--- src/rtl/jpeg_byte_unstuffer_if.sv ---
// jpeg_byte_unstuffer_if: raw byte input, entropy byte output and marker side-channel handshakes.
interface jpeg_byte_unstuffer_if;
    logic       in_valid;
    logic       in_ready;
    logic [7:0] in_data;
    logic       out_valid;
    logic       out_ready;
    logic [7:0] out_data;
    logic       mk_valid;
    logic       mk_ready;
    logic [7:0] mk_code;

    modport master (
        output in_valid, in_data, out_ready, mk_ready,
        input  in_ready, out_valid, out_data, mk_valid, mk_code
    );

    modport slave (
        input  in_valid, in_data, out_ready, mk_ready,
        output in_ready, out_valid, out_data, mk_valid, mk_code
    );
endinterface

--- src/rtl/jpeg_byte_unstuffer.sv ---
// jpeg_byte_unstuffer: removes 0xFF00 stuffing and 0xFF fill bytes, splits markers onto a side channel.
// Optional define JPEG_RST_CHECK_EN adds in-order checking of RST0..RST7 markers.
module jpeg_byte_unstuffer #(
    parameter int CNT_W   = 16,
    parameter bit MK_HOLD = 1'b1
) (
    input  logic                 clk,
    input  logic                 rst_n,
    input  logic                 restart,
    jpeg_byte_unstuffer_if.slave bus,
    output logic                 eoi_seen,
    output logic [CNT_W-1:0]     stuff_cnt,
    output logic [CNT_W-1:0]     fill_cnt,
    output logic                 err
);
    localparam logic [1:0] S_DATA   = 2'd0;
    localparam logic [1:0] S_SAW_FF = 2'd1;
    localparam logic [1:0] S_MARK   = 2'd2;
    localparam logic [1:0] S_HALT   = 2'd3;

    logic [1:0]       state_q, state_d;
    logic             out_valid_q, out_valid_d;
    logic [7:0]       out_data_q, out_data_d;
    logic [7:0]       mk_code_q, mk_code_d;
    logic             eoi_q, eoi_d;
    logic             err_q, err_d;
    logic             soi_ok_q, soi_ok_d;
    logic [CNT_W-1:0] stuff_q, stuff_d;
    logic [CNT_W-1:0] fill_q, fill_d;
    logic             accept;
`ifdef JPEG_RST_CHECK_EN
    logic [2:0]       rst_exp_q, rst_exp_d;
`endif

    assign bus.in_ready  = (state_q == S_DATA || state_q == S_SAW_FF) && (!out_valid_q || bus.out_ready) && !restart;
    assign accept        = bus.in_valid && bus.in_ready;
    assign bus.out_valid = out_valid_q;
    assign bus.out_data  = out_data_q;
    assign bus.mk_valid  = state_q == S_MARK;
    assign bus.mk_code   = mk_code_q;
    assign eoi_seen      = eoi_q;
    assign err           = err_q;
    assign stuff_cnt     = stuff_q;
    assign fill_cnt      = fill_q;

    // Next-state logic: byte classification, output register drain/load, marker handshake, restart override.
    always_comb begin
        state_d     = state_q;
        out_valid_d = out_valid_q;
        out_data_d  = out_data_q;
        mk_code_d   = mk_code_q;
        eoi_d       = eoi_q;
        err_d       = err_q;
        soi_ok_d    = soi_ok_q;
        stuff_d     = stuff_q;
        fill_d      = fill_q;
`ifdef JPEG_RST_CHECK_EN
        rst_exp_d   = rst_exp_q;
`endif
        if (out_valid_q && bus.out_ready)
            out_valid_d = 1'b0;
        // Leading 0xFF bytes (marker prefix/fill) do not consume the SOI-first position.
        if (accept && bus.in_data != 8'hFF)
            soi_ok_d = 1'b0;
        case (state_q)
            S_DATA: if (accept) begin
                if (bus.in_data == 8'hFF) begin
                    state_d = S_SAW_FF;
                end else begin
                    out_valid_d = 1'b1;
                    out_data_d  = bus.in_data;
                end
            end
            S_SAW_FF: if (accept) begin
                if (bus.in_data == 8'h00) begin
                    out_valid_d = 1'b1;
                    out_data_d  = 8'hFF;
                    stuff_d     = stuff_q + CNT_W'(stuff_q != '1);
                    state_d     = S_DATA;
                end else if (bus.in_data == 8'hFF) begin
                    fill_d = fill_q + CNT_W'(fill_q != '1);
                end else begin
                    mk_code_d = bus.in_data;
                    state_d   = S_MARK;
                    if (bus.in_data == 8'hD8 && !soi_ok_q)
                        err_d = 1'b1;
`ifdef JPEG_RST_CHECK_EN
                    if (bus.in_data == 8'hD8) begin
                        rst_exp_d = 3'd0;
                    end else if (bus.in_data[7:3] == 5'b11010) begin
                        if (bus.in_data[2:0] != rst_exp_q)
                            err_d = 1'b1;
                        rst_exp_d = bus.in_data[2:0] + 3'd1;
                    end
`endif
                end
            end
            S_MARK: if (bus.mk_ready) begin
                state_d = (mk_code_q == 8'hD9) ? S_HALT : S_DATA;
                eoi_d   = eoi_q || mk_code_q == 8'hD9;
            end else if (!MK_HOLD) begin
                state_d = S_DATA;
                err_d   = 1'b1;
            end
            default: ;
        endcase
        if (restart) begin
            state_d     = S_DATA;
            out_valid_d = 1'b0;
            eoi_d       = 1'b0;
            err_d       = 1'b0;
            soi_ok_d    = 1'b1;
            stuff_d     = '0;
            fill_d      = '0;
`ifdef JPEG_RST_CHECK_EN
            rst_exp_d   = 3'd0;
`endif
        end
    end

    // State registers; asynchronous reset discards any withheld byte or pending marker at once.
    always_ff @(posedge clk or negedge rst_n) begin
        if (!rst_n) begin
            state_q     <= S_DATA;
            out_valid_q <= 1'b0;
            out_data_q  <= 8'h00;
            mk_code_q   <= 8'h00;
            eoi_q       <= 1'b0;
            err_q       <= 1'b0;
            soi_ok_q    <= 1'b1;
            stuff_q     <= '0;
            fill_q      <= '0;
`ifdef JPEG_RST_CHECK_EN
            rst_exp_q   <= 3'd0;
`endif
        end else begin
            state_q     <= state_d;
            out_valid_q <= out_valid_d;
            out_data_q  <= out_data_d;
            mk_code_q   <= mk_code_d;
            eoi_q       <= eoi_d;
            err_q       <= err_d;
            soi_ok_q    <= soi_ok_d;
            stuff_q     <= stuff_d;
            fill_q      <= fill_d;
`ifdef JPEG_RST_CHECK_EN
            rst_exp_q   <= rst_exp_d;
`endif
        end
    end
endmodule

--- src/flat_wrapper.sv ---
// flat-port wrapper written by rule: the top's interface ports become plain ports
module jpeg_byte_unstuffer_flat 
#(
    parameter int CNT_W   = 16,
    parameter bit MK_HOLD = 1'b1
)
  (clk, rst_n, restart, eoi_seen, stuff_cnt, fill_cnt, err, bus_in_valid, bus_in_data, bus_out_ready, bus_mk_ready, bus_in_ready, bus_out_valid, bus_out_data, bus_mk_valid, bus_mk_code);
  jpeg_byte_unstuffer_if bus_i ();
  input  logic clk;
  input  logic rst_n;
  input  logic restart;
  output logic eoi_seen;
  output logic [CNT_W-1:0] stuff_cnt;
  output logic [CNT_W-1:0] fill_cnt;
  output logic err;
  input wire logic [$bits(bus_i.in_valid)-1:0] bus_in_valid;
  input wire logic [$bits(bus_i.in_data)-1:0] bus_in_data;
  input wire logic [$bits(bus_i.out_ready)-1:0] bus_out_ready;
  input wire logic [$bits(bus_i.mk_ready)-1:0] bus_mk_ready;
  output wire logic [$bits(bus_i.in_ready)-1:0] bus_in_ready;
  output wire logic [$bits(bus_i.out_valid)-1:0] bus_out_valid;
  output wire logic [$bits(bus_i.out_data)-1:0] bus_out_data;
  output wire logic [$bits(bus_i.mk_valid)-1:0] bus_mk_valid;
  output wire logic [$bits(bus_i.mk_code)-1:0] bus_mk_code;
  assign bus_i.in_valid = bus_in_valid;
  assign bus_i.in_data = bus_in_data;
  assign bus_i.out_ready = bus_out_ready;
  assign bus_i.mk_ready = bus_mk_ready;
  assign bus_in_ready = bus_i.in_ready;
  assign bus_out_valid = bus_i.out_valid;
  assign bus_out_data = bus_i.out_data;
  assign bus_mk_valid = bus_i.mk_valid;
  assign bus_mk_code = bus_i.mk_code;
  jpeg_byte_unstuffer #(.CNT_W(CNT_W), .MK_HOLD(MK_HOLD)) u_core (.clk(clk), .rst_n(rst_n), .restart(restart), .bus(bus_i), .eoi_seen(eoi_seen), .stuff_cnt(stuff_cnt), .fill_cnt(fill_cnt), .err(err));
endmodule
--- config.mk ---
export PLATFORM = sky130hd
export DESIGN_NAME = jpeg_byte_unstuffer_flat
export DESIGN_NICKNAME = d
export VERILOG_FILES = /design/src/rtl/jpeg_byte_unstuffer_if.sv /design/src/rtl/jpeg_byte_unstuffer.sv /design/src/flat_wrapper.sv
export SDC_FILE = /design/constraint.sdc
export NUM_CORES = 1
export LEC_CHECK = 0
export CORE_MARGIN = 2
export CORE_UTILIZATION = 50
export DETAILED_ROUTE_END_ITERATION = 8
export PLACE_DENSITY = 0.8
export SETUP_SLACK_MARGIN = 0.4
export SLEW_MARGIN = 20
export SYNTH_ARGS = -nofsm -noshare
export SYNTH_HDL_FRONTEND = slang
export SYNTH_SLANG_ARGS = --single-unit
--- constraint.sdc ---
create_clock -name clk -period 2.6 [get_ports clk]
set_input_delay 0.52 -clock clk [delete_from_list [all_inputs] [get_ports clk]]
set_output_delay 0.52 -clock clk [all_outputs]
set_load 0.01 [all_outputs]
==> impl_table.tex <==
\begin{tabular}{lr}
\hline
Metric & Value \\
\hline
\multicolumn{2}{l}{\textbf{Pwr}} \\
Fraction of power spent switching nets & 27.8\% \\
Share of total power in sequential cells & slightly above 50\% \\
Power per standard cell area & 479 nW/um\^{}2 \\
Part of the power in combinational logic & between 20\% and 30\% \\
Standby leakage power & 1.71 nW \\
Proportion of power drawn by the clock network & between 20\% and 30\% \\
Int Pwr & 1.41 mW \\
Maximum VDD drop & 0.000463 V \\
Switch Pwr & about 0.54 mW \\
\multicolumn{2}{l}{\textbf{Synthesis}} \\
Synth unique cells & 46 \\
Most frequent cells after synthesis & dfrtp\_1 (53), nor2\_1 (32), nand3\_1 (15) \\
Post-synthesis sequential area ratio & between 40\% and 50\% \\
Per-instance average area after synthesis & 10.2 um\^{}2 \\
Share of Yosys cell area claimed by the top area cell type & a little under half \\
Synth Warn \# & 0 \\
Number of synthesized register bits & 54 \\
Syn\_nets & 294 \\
Cell taking the most area after synthesis & dfrtp\_1 \\
Post-synth EDFFs & 0 \\
Leading register cell type out of synthesis & dfrtp\_1 \\
Cell with the most instances after synthesis & dfrtp\_1 \\
Async set-reset flop share out of synthesis & between 90\% and 100\% \\
Cells after synthesis & 273 \\
Post-synthesis instance area & 2780 um\^{}2 \\
Leading cell types by total area after synthesis & dfrtp\_1 (48\%), nor2\_1 (4.3\%), xnor2\_1 (3.8\%), mux2\_2 (3.2\%), ha\_1 (3.2\%) \\
\multicolumn{2}{l}{\textbf{Worst setup path}} \\
Cell type with the highest occurrence count on the critical path & or3\_4 \\
Source of the worst register-to-register timing path & u\_core.stuff\_cnt[7]\$\_DFFE\_PN0P\_ \\
Type of element launching the critical path & register \\
Total number of cells along the worst setup path & 9 \\
Buf/Inv on CP & 0 \\
FF-to-FF End & u\_core.stuff\_cnt[13]\$\_DFFE\_PN0P\_ \\
Kind of cell adding the most delay to the critical path & simple AND/OR/NAND/NOR gates \\
Number of cell instances on the worst register-to-register path & 9 \\
Critical path, cell by cell & and3\_4 -> and2\_4 -> and4\_4 -> nand4\_1 -> ha\_2 -> nand3\_2 -> or3\_4 -> or3\_4 -> a21oi\_2 \\
Required @ worst endpoint & 2.84 ns \\
Crit path DAT & 2.45 ns \\
Crit path largest cell delay & $\sim$0.40 ns \\
Worst-path cell with the longest stage delay & dfrtp\_1 \\
Highest fanout seen on the critical path & 2 \\
Reg2Reg Setup Slack & 0.38 ns \\
Critical setup path kind & register to register \\
Crit end category & register \\
\multicolumn{2}{l}{\textbf{Clock network}} \\
Deepest level of the CTS H-tree & 2 \\
Cell at the root of the clock tree & clkbuf\_8 \\
Clock tree from TritonCTS & yes \\
Maximum count of clock buffers along a single path & 2 \\
Total clock buffers created by CTS & 5 \\
Register clock-pin slew on the reported worst setup and hold paths & 0.09 ns \\
Number of sinks driven by the clock tree & 54 \\
Worst-skew pair later-pin latency & just over 0.3 ns \\
\multicolumn{2}{l}{\textbf{STA}} \\
Final Hold Slack & 0.311 ns \\
Final Slew Violations & 0 \\
Minimum period implied by the final worst setup slack & 2.22 ns \\
Remaining max-slew budget at the tightest pin & 43.1\% \\
Final cycle utilization of the critical path & approximately 85\% \\
Setup violation total in the final timing report & 0 \\
Fin. Hold Viols & 0 \\
Unrepaired setup endpoints after global routing & yes \\
Maximum frequency from static timing analysis & about 450 MHz \\
Final clock skew & 0.00669 ns \\
Final sum of negative setup slack & 0 ns \\
Slew at the pin closest to its max-slew limit & 0.854 ns \\
\multicolumn{2}{l}{\textbf{GRT}} \\
Total grt overflow & 0 \\
Vias in the first global route & 2510 \\
Total routing usage reported by global routing & about 24\% \\
Number of antenna violations at the first check in global routing & 0 \\
Most heavily used metal layer in global routing & met2 \\
Wire length of the first global-routing pass & 11900 um \\
Global routing met1 resource utilization & between 20 and 30\% \\
Met2 global-route usage & 42.7\% \\
Maximum number of pins on one net before global-route repair & 39 \\
Fraction of met3 tracks used by global routing & 5.17\% \\
\multicolumn{2}{l}{\textbf{Floorplan}} \\
Die Outline Area & approximately 6200 um\^{}2 \\
Top-level port count & 67 \\
Row count & 27 \\
Horizontal extent of the die & 78.5 um \\
Initial core utilization & 51.0\% \\
Chip Height & 78.5 um \\
Area inside the core boundary & 5440 um\^{}2 \\
\multicolumn{2}{l}{\textbf{Drt}} \\
Ratio of routed vias to standard cells & $\sim$5.5 \\
Violation count after the first detailed-routing iteration & 120 \\
Routed wire length & 7400 um \\
Number of antenna-violating nets in the routed design & 0 \\
Vias & 2516 \\
DRC violations left & 0 \\
TritonRoute pass-1 iters & 4 \\
Wire length per cell & 16.2 um \\
\multicolumn{2}{l}{\textbf{Place}} \\
Sum of net half-perimeters after detailed placement & 4890 um \\
\# port buffers & 66 \\
Cell area after placement & 3660 um\^{}2 \\
Final weighted congestion of routability-driven global placement & approximately 0.85 \\
\multicolumn{2}{l}{\textbf{Layout}} \\
Number of filler instances in the final layout & $\sim$370 \\
Area grow syn2layout & 46.6\% \\
Nets@finish & around 400 \\
Fraction of layout cells with a size suffix above 1 & about a quarter \\
Design Area, Final & 4070 um\^{}2 \\
\multicolumn{2}{l}{\textbf{Hold path}} \\
Worst min-delay path category & input pin to async pin \\
\multicolumn{2}{l}{\textbf{Run}} \\
Max-cap violations & 0 \\
\multicolumn{2}{l}{\textbf{Run status}} \\
Result of the run & finished, final reports clean \\
\hline
\end{tabular}
-- logic make-up after synthesis --
logic type                 synth area share (%)
buffers and inverters                      2.88
and+or+nand+nor                            24.8
muxes                                      3.61
xor gates and xnor gates                   6.62
adders and majority gates                  3.15
AOI/OAI and AO/OA                          10.2
DFF                                        48.7
-- worst max path at each step --
stage	startpoint	to
floorplan	u_core.fill_cnt[1]$_DFFE_PN0P_	u_core.fill_cnt[13]$_DFFE_PN0P_
global placement	restart	u_core.bus.out_data[4]$_DFFE_PN0P_
detailed placement	bus_in_data[5]	u_core.fill_cnt[13]$_DFFE_PN0P_
CTS	u_core.stuff_cnt[6]$_DFFE_PN0P_	u_core.stuff_cnt[13]$_DFFE_PN0P_
global route	u_core.stuff_cnt[7]$_DFFE_PN0P_	u_core.stuff_cnt[13]$_DFFE_PN0P_
finish	u_core.stuff_cnt[7]$_DFFE_PN0P_	u_core.stuff_cnt[13]$_DFFE_PN0P_
-- metrics by stage --
step	utilization, %	cells	power (mW)	setup slack, ns
final	74.8	456	1.95	0.383
after global routing	74.8	455	2.05	0.309
after CTS	71.6	447	1.96	0.389
after detailed placement	67.4	423	1.50	0.0787
after global placement	67.4	423	1.50	0.123
after floorplan	-	273	1.20	0.351
-- power groups by stage --
stage / logic, mW / registers [mW] / clock network [mW]
after floorplan: 0.150 / 1.05 / 0
after global placement: 0.474 / 1.02 / 0
after detailed placement: 0.480 / 1.02 / 0
after CTS: 0.483 / 1.01 / 0.465
after global routing: 0.520 / 1.02 / 0.507
final: 0.484 / 1.01 / 0.453
-- per-layer routing --
layer,up-vias,wire (um)
met3,12,238
met1,1244,3130
li1,1201,-
met2,59,3930
met4,0,98
met5,-,0
-- registers in the layout, indices dropped and copies added, names as in the netlist --
register              count
u_core.eoi_seen           1
u_core.err                1
u_core.fill_cnt          16
u_core.bus.mk_code        8
u_core.stuff_cnt         16
u_core.state_q            2
u_core.soi_ok_q           1
u_core.bus.out_data       8
u_core.bus.out_valid      1
-- timing repair --
action	in CTS	in global routing
hold buffers	0	0
pin swaps	10	14
setup endpoints to repair	9	39
gates resized for setup	10	28
setup buffers	16	8
-- layout by cell type, fill, tap and decap left out, types with 4 or more instances in the layout --
master and instances:
nand2_1 11, nand3_1 13, and3_1 5, dfrtp_1 53, dlymetal6s2s_1 8, mux2_2 8, nor4_2 4, clkbuf_8 5
a21oi_1 10, nor3_1 5, nand2b_1 4, o21ai_0 9, inv_1 13, ha_1 4, nor2_1 32, xor2_1 9
buf_4 42, xnor2_1 12, clkdlybuf4s50_1 56, nand4_1 12, or3_4 4, o22a_1 8
-- worst register-to-register path, delay by kind of cell (launching register included) --
family | cells | cell delay, ns
simple gates | 7 | 1.40
compound gates | 1 | 0.15
flops | 1 | 0.40
fa+ha+maj | 1 | 0.21
-- area by class of cell --
type | count | area, um^2 | share of cell area, %
multi-input cells | 198 | 1490 | 36.5
flip-flops and latches | 54 | 1350 | 33.2
repair buffers | 110 | 1010 | 24.8
well taps | 72 | 90.1 | 2.21
clock buffers | 6 | 72.6 | 1.78
inverters | 13 | 48.8 | 1.20
clock inverters | 2 | 10.0 | 0.246
diodes | 1 | 2.50 | 0.0615
Power figures use the tool's default switching activity.
